### src/rtl/pico_bridge_pkg.sv
// Shared constants for the PicoBus-to-stream bridge.
// Register offsets, CTRL bits and STATUS field layout.
package pico_bridge_pkg;

  localparam logic [3:0] REG_DATA  = 4'h0;
  localparam logic [3:0] REG_CTRL  = 4'h4;
  localparam logic [3:0] REG_DROPS = 4'h8;

  localparam int CTRL_FLUSH_BIT = 0;
  localparam int CTRL_CLEAR_BIT = 1;

  localparam int STAT_OVF_BIT  = 0;
  localparam int STAT_LANE_LSB = 2;
  localparam int STAT_LANE_W   = 2;
  localparam int STAT_CNT_LSB  = 8;
  localparam int STAT_CNT_W    = 8;

  function automatic logic [31:0] pack_status(
    input logic [STAT_CNT_W-1:0]  cnt,
    input logic [STAT_LANE_W-1:0] lane,
    input logic                   ovf
  );
    logic [31:0] s;
    s = '0;
    s[STAT_OVF_BIT] = ovf;
    s[STAT_LANE_LSB +: STAT_LANE_W] = lane;
    s[STAT_CNT_LSB +: STAT_CNT_W] = cnt;
    return s;
  endfunction

endpackage

### src/rtl/pico_sync_fifo_fwft.sv
// First-word-fall-through synchronous FIFO.
// Push into a full FIFO is accepted only alongside a pop.
module pico_sync_fifo_fwft #(
  parameter int WIDTH = 128,
  parameter int DEPTH = 16
) (
  input  logic                     clk,
  input  logic                     rst_n,
  input  logic                     clr,
  input  logic                     wr_en,
  input  logic [WIDTH-1:0]         wr_data,
  input  logic                     rd_en,
  output logic [WIDTH-1:0]         rd_data,
  output logic [$clog2(DEPTH):0]   count,
  output logic                     full,
  output logic                     empty
);

  localparam int AW = $clog2(DEPTH);

  logic [WIDTH-1:0] mem [DEPTH];
  logic [AW-1:0]    wr_ptr;
  logic [AW-1:0]    rd_ptr;
  logic             do_wr;
  logic             do_rd;

  assign empty = (count == '0);
  assign full  = (count == (AW+1)'(DEPTH));
  assign do_rd = rd_en && !empty;
  assign do_wr = wr_en && (!full || do_rd);

  // Empty head reads as zero so the stream bus idles clean.
  assign rd_data = empty ? '0 : mem[rd_ptr];

  always_ff @(posedge clk or negedge rst_n) begin
    if (!rst_n) begin
      wr_ptr <= '0;
      rd_ptr <= '0;
      count  <= '0;
    end else if (clr) begin
      wr_ptr <= '0;
      rd_ptr <= '0;
      count  <= '0;
    end else begin
      if (do_wr) wr_ptr <= wr_ptr + 1'b1;
      if (do_rd) rd_ptr <= rd_ptr + 1'b1;
      unique case ({do_wr, do_rd})
        2'b10:   count <= count + 1'b1;
        2'b01:   count <= count - 1'b1;
        default: count <= count;
      endcase
    end
  end

  always_ff @(posedge clk) begin
    if (do_wr) mem[wr_ptr] <= wr_data;
  end

endmodule

### src/rtl/pico_bus_stream_bridge.sv
// PicoBus slave that packs bus writes into stream beats via a FIFO.
// Define PICO_BRIDGE_DROP_CNT_EN to build the DROPS counter.
module pico_bus_stream_bridge
  import pico_bridge_pkg::*;
#(
  parameter logic [31:0] BASE_ADDR    = 32'h0001_0000,
  parameter int          BUS_WIDTH    = 32,
  parameter int          STREAM_WIDTH = 128,
  parameter int          FIFO_DEPTH   = 16
) (
  input  logic                    clk,
  input  logic                    rst_n,
  input  logic [31:0]             bus_addr,
  input  logic [BUS_WIDTH-1:0]    bus_din,
  input  logic                    bus_wren,
  input  logic                    bus_rden,
  output logic [BUS_WIDTH-1:0]    bus_dout,
  output logic [STREAM_WIDTH-1:0] s_data,
  output logic                    s_valid,
  input  logic                    s_ready
);

  localparam int LANES = STREAM_WIDTH / BUS_WIDTH;
  localparam int LW    = (LANES > 1) ? $clog2(LANES) : 1;
  localparam int CW    = $clog2(FIFO_DEPTH) + 1;

  logic                    sel_data;
  logic                    sel_ctrl;
  logic                    sel_drops;
  logic                    wr_data_hit;
  logic                    wr_ctrl;
  logic                    clear_req;
  logic                    flush_req;
  logic                    push_req;
  logic                    pop;
  logic                    drop;
  logic                    last_lane;
  logic [LW-1:0]           lane_idx;
  logic [STREAM_WIDTH-1:0] asm_q;
  logic [STREAM_WIDTH-1:0] push_beat;
  logic [CW-1:0]           fifo_count;
  logic                    fifo_full;
  logic                    fifo_empty;
  logic                    overflow;
  logic [31:0]             drop_cnt;
  logic [31:0]             status;

  assign sel_data  = (bus_addr == BASE_ADDR + 32'(REG_DATA));
  assign sel_ctrl  = (bus_addr == BASE_ADDR + 32'(REG_CTRL));
  assign sel_drops = (bus_addr == BASE_ADDR + 32'(REG_DROPS));

  assign wr_data_hit = bus_wren && sel_data;
  assign wr_ctrl     = bus_wren && sel_ctrl;
  assign clear_req   = wr_ctrl && bus_din[CTRL_CLEAR_BIT];
  assign last_lane   = (lane_idx == LW'(LANES - 1));

  assign flush_req = wr_ctrl
                  && bus_din[CTRL_FLUSH_BIT]
                  && !bus_din[CTRL_CLEAR_BIT]
                  && (lane_idx != '0);

  assign push_req = (wr_data_hit && last_lane) || flush_req;
  assign s_valid  = !fifo_empty;
  assign pop      = s_valid && s_ready;
  assign drop     = push_req && fifo_full && !pop;

  // Unfilled lanes of asm_q are always zero, so a flush needs no masking.
  always_comb begin
    push_beat = asm_q;
    if (wr_data_hit)
      push_beat[lane_idx*BUS_WIDTH +: BUS_WIDTH] = bus_din;
  end

  always_ff @(posedge clk or negedge rst_n) begin
    if (!rst_n) begin
      lane_idx <= '0;
      asm_q    <= '0;
    end else if (clear_req || push_req) begin
      lane_idx <= '0;
      asm_q    <= '0;
    end else if (wr_data_hit) begin
      asm_q[lane_idx*BUS_WIDTH +: BUS_WIDTH] <= bus_din;
      lane_idx <= lane_idx + 1'b1;
    end
  end

  always_ff @(posedge clk or negedge rst_n) begin
    if (!rst_n)         overflow <= 1'b0;
    else if (clear_req) overflow <= 1'b0;
    else if (drop)      overflow <= 1'b1;
  end

`ifdef PICO_BRIDGE_DROP_CNT_EN
  logic wr_drops;
  assign wr_drops = bus_wren && sel_drops;

  always_ff @(posedge clk or negedge rst_n) begin
    if (!rst_n)
      drop_cnt <= '0;
    else if (wr_drops)
      drop_cnt <= '0;
    else if (drop && (drop_cnt != '1))
      drop_cnt <= drop_cnt + 1'b1;
  end
`else
  assign drop_cnt = '0;
`endif

  assign status = pack_status(
    STAT_CNT_W'(fifo_count),
    STAT_LANE_W'(lane_idx),
    overflow
  );

  always_ff @(posedge clk or negedge rst_n) begin
    if (!rst_n) begin
      bus_dout <= '0;
    end else begin
      bus_dout <= '0;
      if (bus_rden) begin
        unique case (1'b1)
          sel_ctrl:  bus_dout <= BUS_WIDTH'(status);
          sel_drops: bus_dout <= BUS_WIDTH'(drop_cnt);
          default:   bus_dout <= '0;
        endcase
      end
    end
  end

  pico_sync_fifo_fwft #(
    .WIDTH (STREAM_WIDTH),
    .DEPTH (FIFO_DEPTH)
  ) u_fifo (
    .clk     (clk),
    .rst_n   (rst_n),
    .clr     (clear_req),
    .wr_en   (push_req),
    .wr_data (push_beat),
    .rd_en   (pop),
    .rd_data (s_data),
    .count   (fifo_count),
    .full    (fifo_full),
    .empty   (fifo_empty)
  );

endmodule
### config.mk
export PLATFORM = sky130hd
export DESIGN_NAME = pico_bus_stream_bridge
export DESIGN_NICKNAME = d
export VERILOG_FILES = /design/src/rtl/pico_bridge_pkg.sv /design/src/rtl/pico_sync_fifo_fwft.sv /design/src/rtl/pico_bus_stream_bridge.sv
export SDC_FILE = /design/constraint.sdc
export NUM_CORES = 2
export LEC_CHECK = 0
export BUFFER_PORTS_ARGS = -buffer_cell sky130_fd_sc_hd__buf_4
export CORE_MARGIN = 2
export CORE_UTILIZATION = 55
export CTS_BUF_LIST = sky130_fd_sc_hd__clkbuf_8
export DETAILED_ROUTE_END_ITERATION = 7
export GPL_TIMING_DRIVEN = 0
export PLACE_DENSITY = 0.68
export SLEW_MARGIN = 0
export SYNTH_ARGS = -nofsm -noshare
export SYNTH_HDL_FRONTEND = slang
export SYNTH_SLANG_ARGS = --single-unit
export TNS_END_PERCENT = 30
### constraint.sdc
create_clock -name clk -period 17.6 [get_ports clk]
set_input_delay 0.88 -clock clk [delete_from_list [all_inputs] [get_ports clk]]
set_output_delay 0.88 -clock clk [all_outputs]
set_load 0.02 [all_outputs]
==> run metrics <==
mapped cell area 85100 um2; post-synthesis sequential area ratio about three quarters; Num CTS Buffers ~360; DP Wirelength between 100000 and 150000 um; violated checks max-capacitance violations, max-slew violations; GPL Wtd Cong around 0.78; clock sinks 2200; synthesized area per cell around 22 um2; Flop pwr share 58.4%; initial antenna violation count 15; DRT Wirelength about 220000 um; RSZ-0062 raised after global routing false; setup_tns 0 ns; Cells after Synth about 3900; largest net degree at the start of global routing 78; Clock power frac between 40% and 50%; hold_buf cts 1; Max FO, Critical Path 10; deepest clock path buffer count 4; switch share between 20% and 30%; Root Driver clkbuf_8; CP Capture Type output port; clock skew roughly 0.047 ns; path type of the worst setup path reg -> out; GRT overflow 0; Power Density 98.5 nW/um2; Final Hold Vio Count 0; Wirelength per Cell between 30 and 40 um; post-synth top area share 72.3%; CTS tree done; most common cell in the netlist edfxtp_1; Rows 144; Async SR Flop Fraction under 10%; leakage 29.7 nW; DP Worst Slack about 12 ns; Worst Slack Setup Final between 10 and 15 ns; total track usage around 28%; slew margin rel. -1.78%; synth cell count leaders edfxtp_1, mux4_2, nand2_1; DR vias between 40000 and 50000; Resize count post-CTS 0; DRT Pass-1 Iters 6; die footprint 158000 um2; DRC Markers 0; setup bufs post-CTS 0; Final setup viols 0; vias in the first global route roughly 44000; maximum VDD drop 0.0000769 V; number of DRC markers in iteration 0 6275; I/O Buffers 205; Skew-Pair Late Insertion Delay between 1 and 1.5 ns; Max Clock Freq around 160 MHz; Synth Register Bits 2200; area delta synth->final 15.1%; Ys Warns 0; first-pass GRT wire length 310000 um; Die W between 300 and 400 um; Net Sw Power between 1.5 and 2 mW; placeable core region around 150000 um2; Synth cell types 45; Initial Util about 55%; maxcap violations 1; Final Max Tran Viols 11; status finished with violations; CTS H-Tree Depth 5; prevailing post-synth register cell edfxtp_1; WP data required between 15 and 20 ns; post-synth top area cell edfxtp_1; layout cells sized above 1 around a third; Hold/Removal Path Class in -> reg; Arr. time, crit path 5.53 ns; Die Y 397 um; ANT nets after route 0; startpoint type of the worst setup path flop; Slew @ Worst Pin approximately 1.5 ns; top post-synthesis cells by area edfxtp_1, mux4_2, dfrtp_1, nand2_1, nor2b_1; Clock Pin Slew Worst Setup and Hold Paths ~0.06 ns; Post-synth EDFFs between 2000 and 2500; Min Clock Period, post-route about 6.4 ns; Comb pwr share 0.6%; Top Ports 230; final worst-path cycle share 36.4%; # nets final between 4000 and 5000; Internal Power 7.67 mW; vias per std cell 6.30
-- area by class of cell --
class / instances / area (um2)
flip-flops and latches: 2200 / 65300
fillers: 10400 / 55900
multi-input cells: 1434 / 18600
clock buffers: 387 / 5330
repair buffers: 339 / 3760
well taps: 2044 / 2560
plain buffers: 237 / 1310
clock inverters: 232 / 971
diodes: 19 / 47.5
inverters: 9 / 33.8
-- routing by layer --
| layer | vias to the layer above | wire (um) | track usage (%) |
|---|---|---|---|
| met3 | 343 | 23700 | 6.95 |
| met1 | 23100 | 85900 | 40.7 |
| li1 | 17400 | - | - |
| met4 | 2 | 6940 | 9.86 |
| met5 | - | 9 | 0 |
| met2 | 2630 | 104000 | 42.7 |
-- placed cells by master (no fill, tap or decap), types with 4 or more instances in the layout --
cell	n
nand3_1	130
nor2_4	4
nand2_1	267
edfxtp_1	2048
xnor2_1	5
conb_1	24
mux4_2	640
buf_4	235
nor3b_1	5
and2_1	10
a21oi_1	130
nor2b_1	130
buf_8	9
ha_1	13
diode_2	19
nor3_1	5
inv_1	147
buf_1	16
clkbuf_1	112
clkinv_2	32
dfrtp_1	152
buf_6	69
buf_12	37
xor2_1	6
clkbuf_2	5
and2_4	8
clkbuf_8	388
nor4_2	6
nor2_1	16
buf_2	61
nor3_2	4
clkinv_1	55
buf_16	30
-- registers in the layout, indices dropped and copies added, names as in the netlist --
name	flops
u_fifo.mem	2048
u_fifo.rd_ptr	4
bus_dout	8
lane_idx	2
overflow	1
u_fifo.wr_ptr	4
asm_q	128
u_fifo.count	5
-- stage by stage --
stage | util (%) | cells | power [mW] | hold slack [ns] | instance area [um2]
CTS | 63.6 | 6881 | 9.69 | 0.0985 | 97900
detailed placement | 59.5 | 6261 | 5.80 | 0.516 | 91600
global placement | 58.0 | 6129 | 5.80 | 0.510 | 89300
global route | 63.6 | 6888 | 9.94 | 0.160 | 97900
finish | 63.7 | 6901 | 9.64 | 0.182 | 97900
floorplan | - | 3880 | 5.75 | 0.454 | 85200
-- power groups by stage --
stage	logic (mW)	registers [mW]	clock network [mW]
final	0.0591	5.63	3.95
after global routing	0.0596	5.63	4.25
after CTS	0.0571	5.63	4.00
after detailed placement	0.0569	5.74	0
after global placement	0.0557	5.74	0
after floorplan	0.0102	5.74	0
-- kinds of logic after synthesis --
logic type                 synth area share [%]
AOI/OAI and AO/OA                         0.859
other                                   0.00441
DFF                                        76.7
adders and majority gates                 0.215
buffers and inverters                      1.57
muxes                                      17.0
xor gates and xnor gates                  0.113
and+or+nand+nor                            3.53
-- critical path, cell delays in order (launching register included) --
cell,delay (ns)
dfrtp_1,0.35
clkbuf_1,0.71
clkbuf_1,1.17
clkbuf_1,0.92
mux4_2,0.44
mux4_2,0.46
nor2b_1,0.22
buf_4,0.23
-- path summary, 6_finish.rpt --
path / start / endpoint / slack, ns / cells past startpoint
min in group asynchronous: rst_n / asm_q[111] / 0.42 / 2
max reg2reg: lane_idx[0] / u_fifo.mem[7][82] / 12.64 / 13
min reg2reg: asm_q[50] / asm_q[50] / 0.52 / 2
max: u_fifo.rd_ptr[1] / s_data[64] / 11.19 / 7
min: bus_rden / bus_dout[2] / 0.18 / 3
max in group asynchronous: rst_n / asm_q[50] / 16.30 / 3
Power figures use the tool's default switching activity.
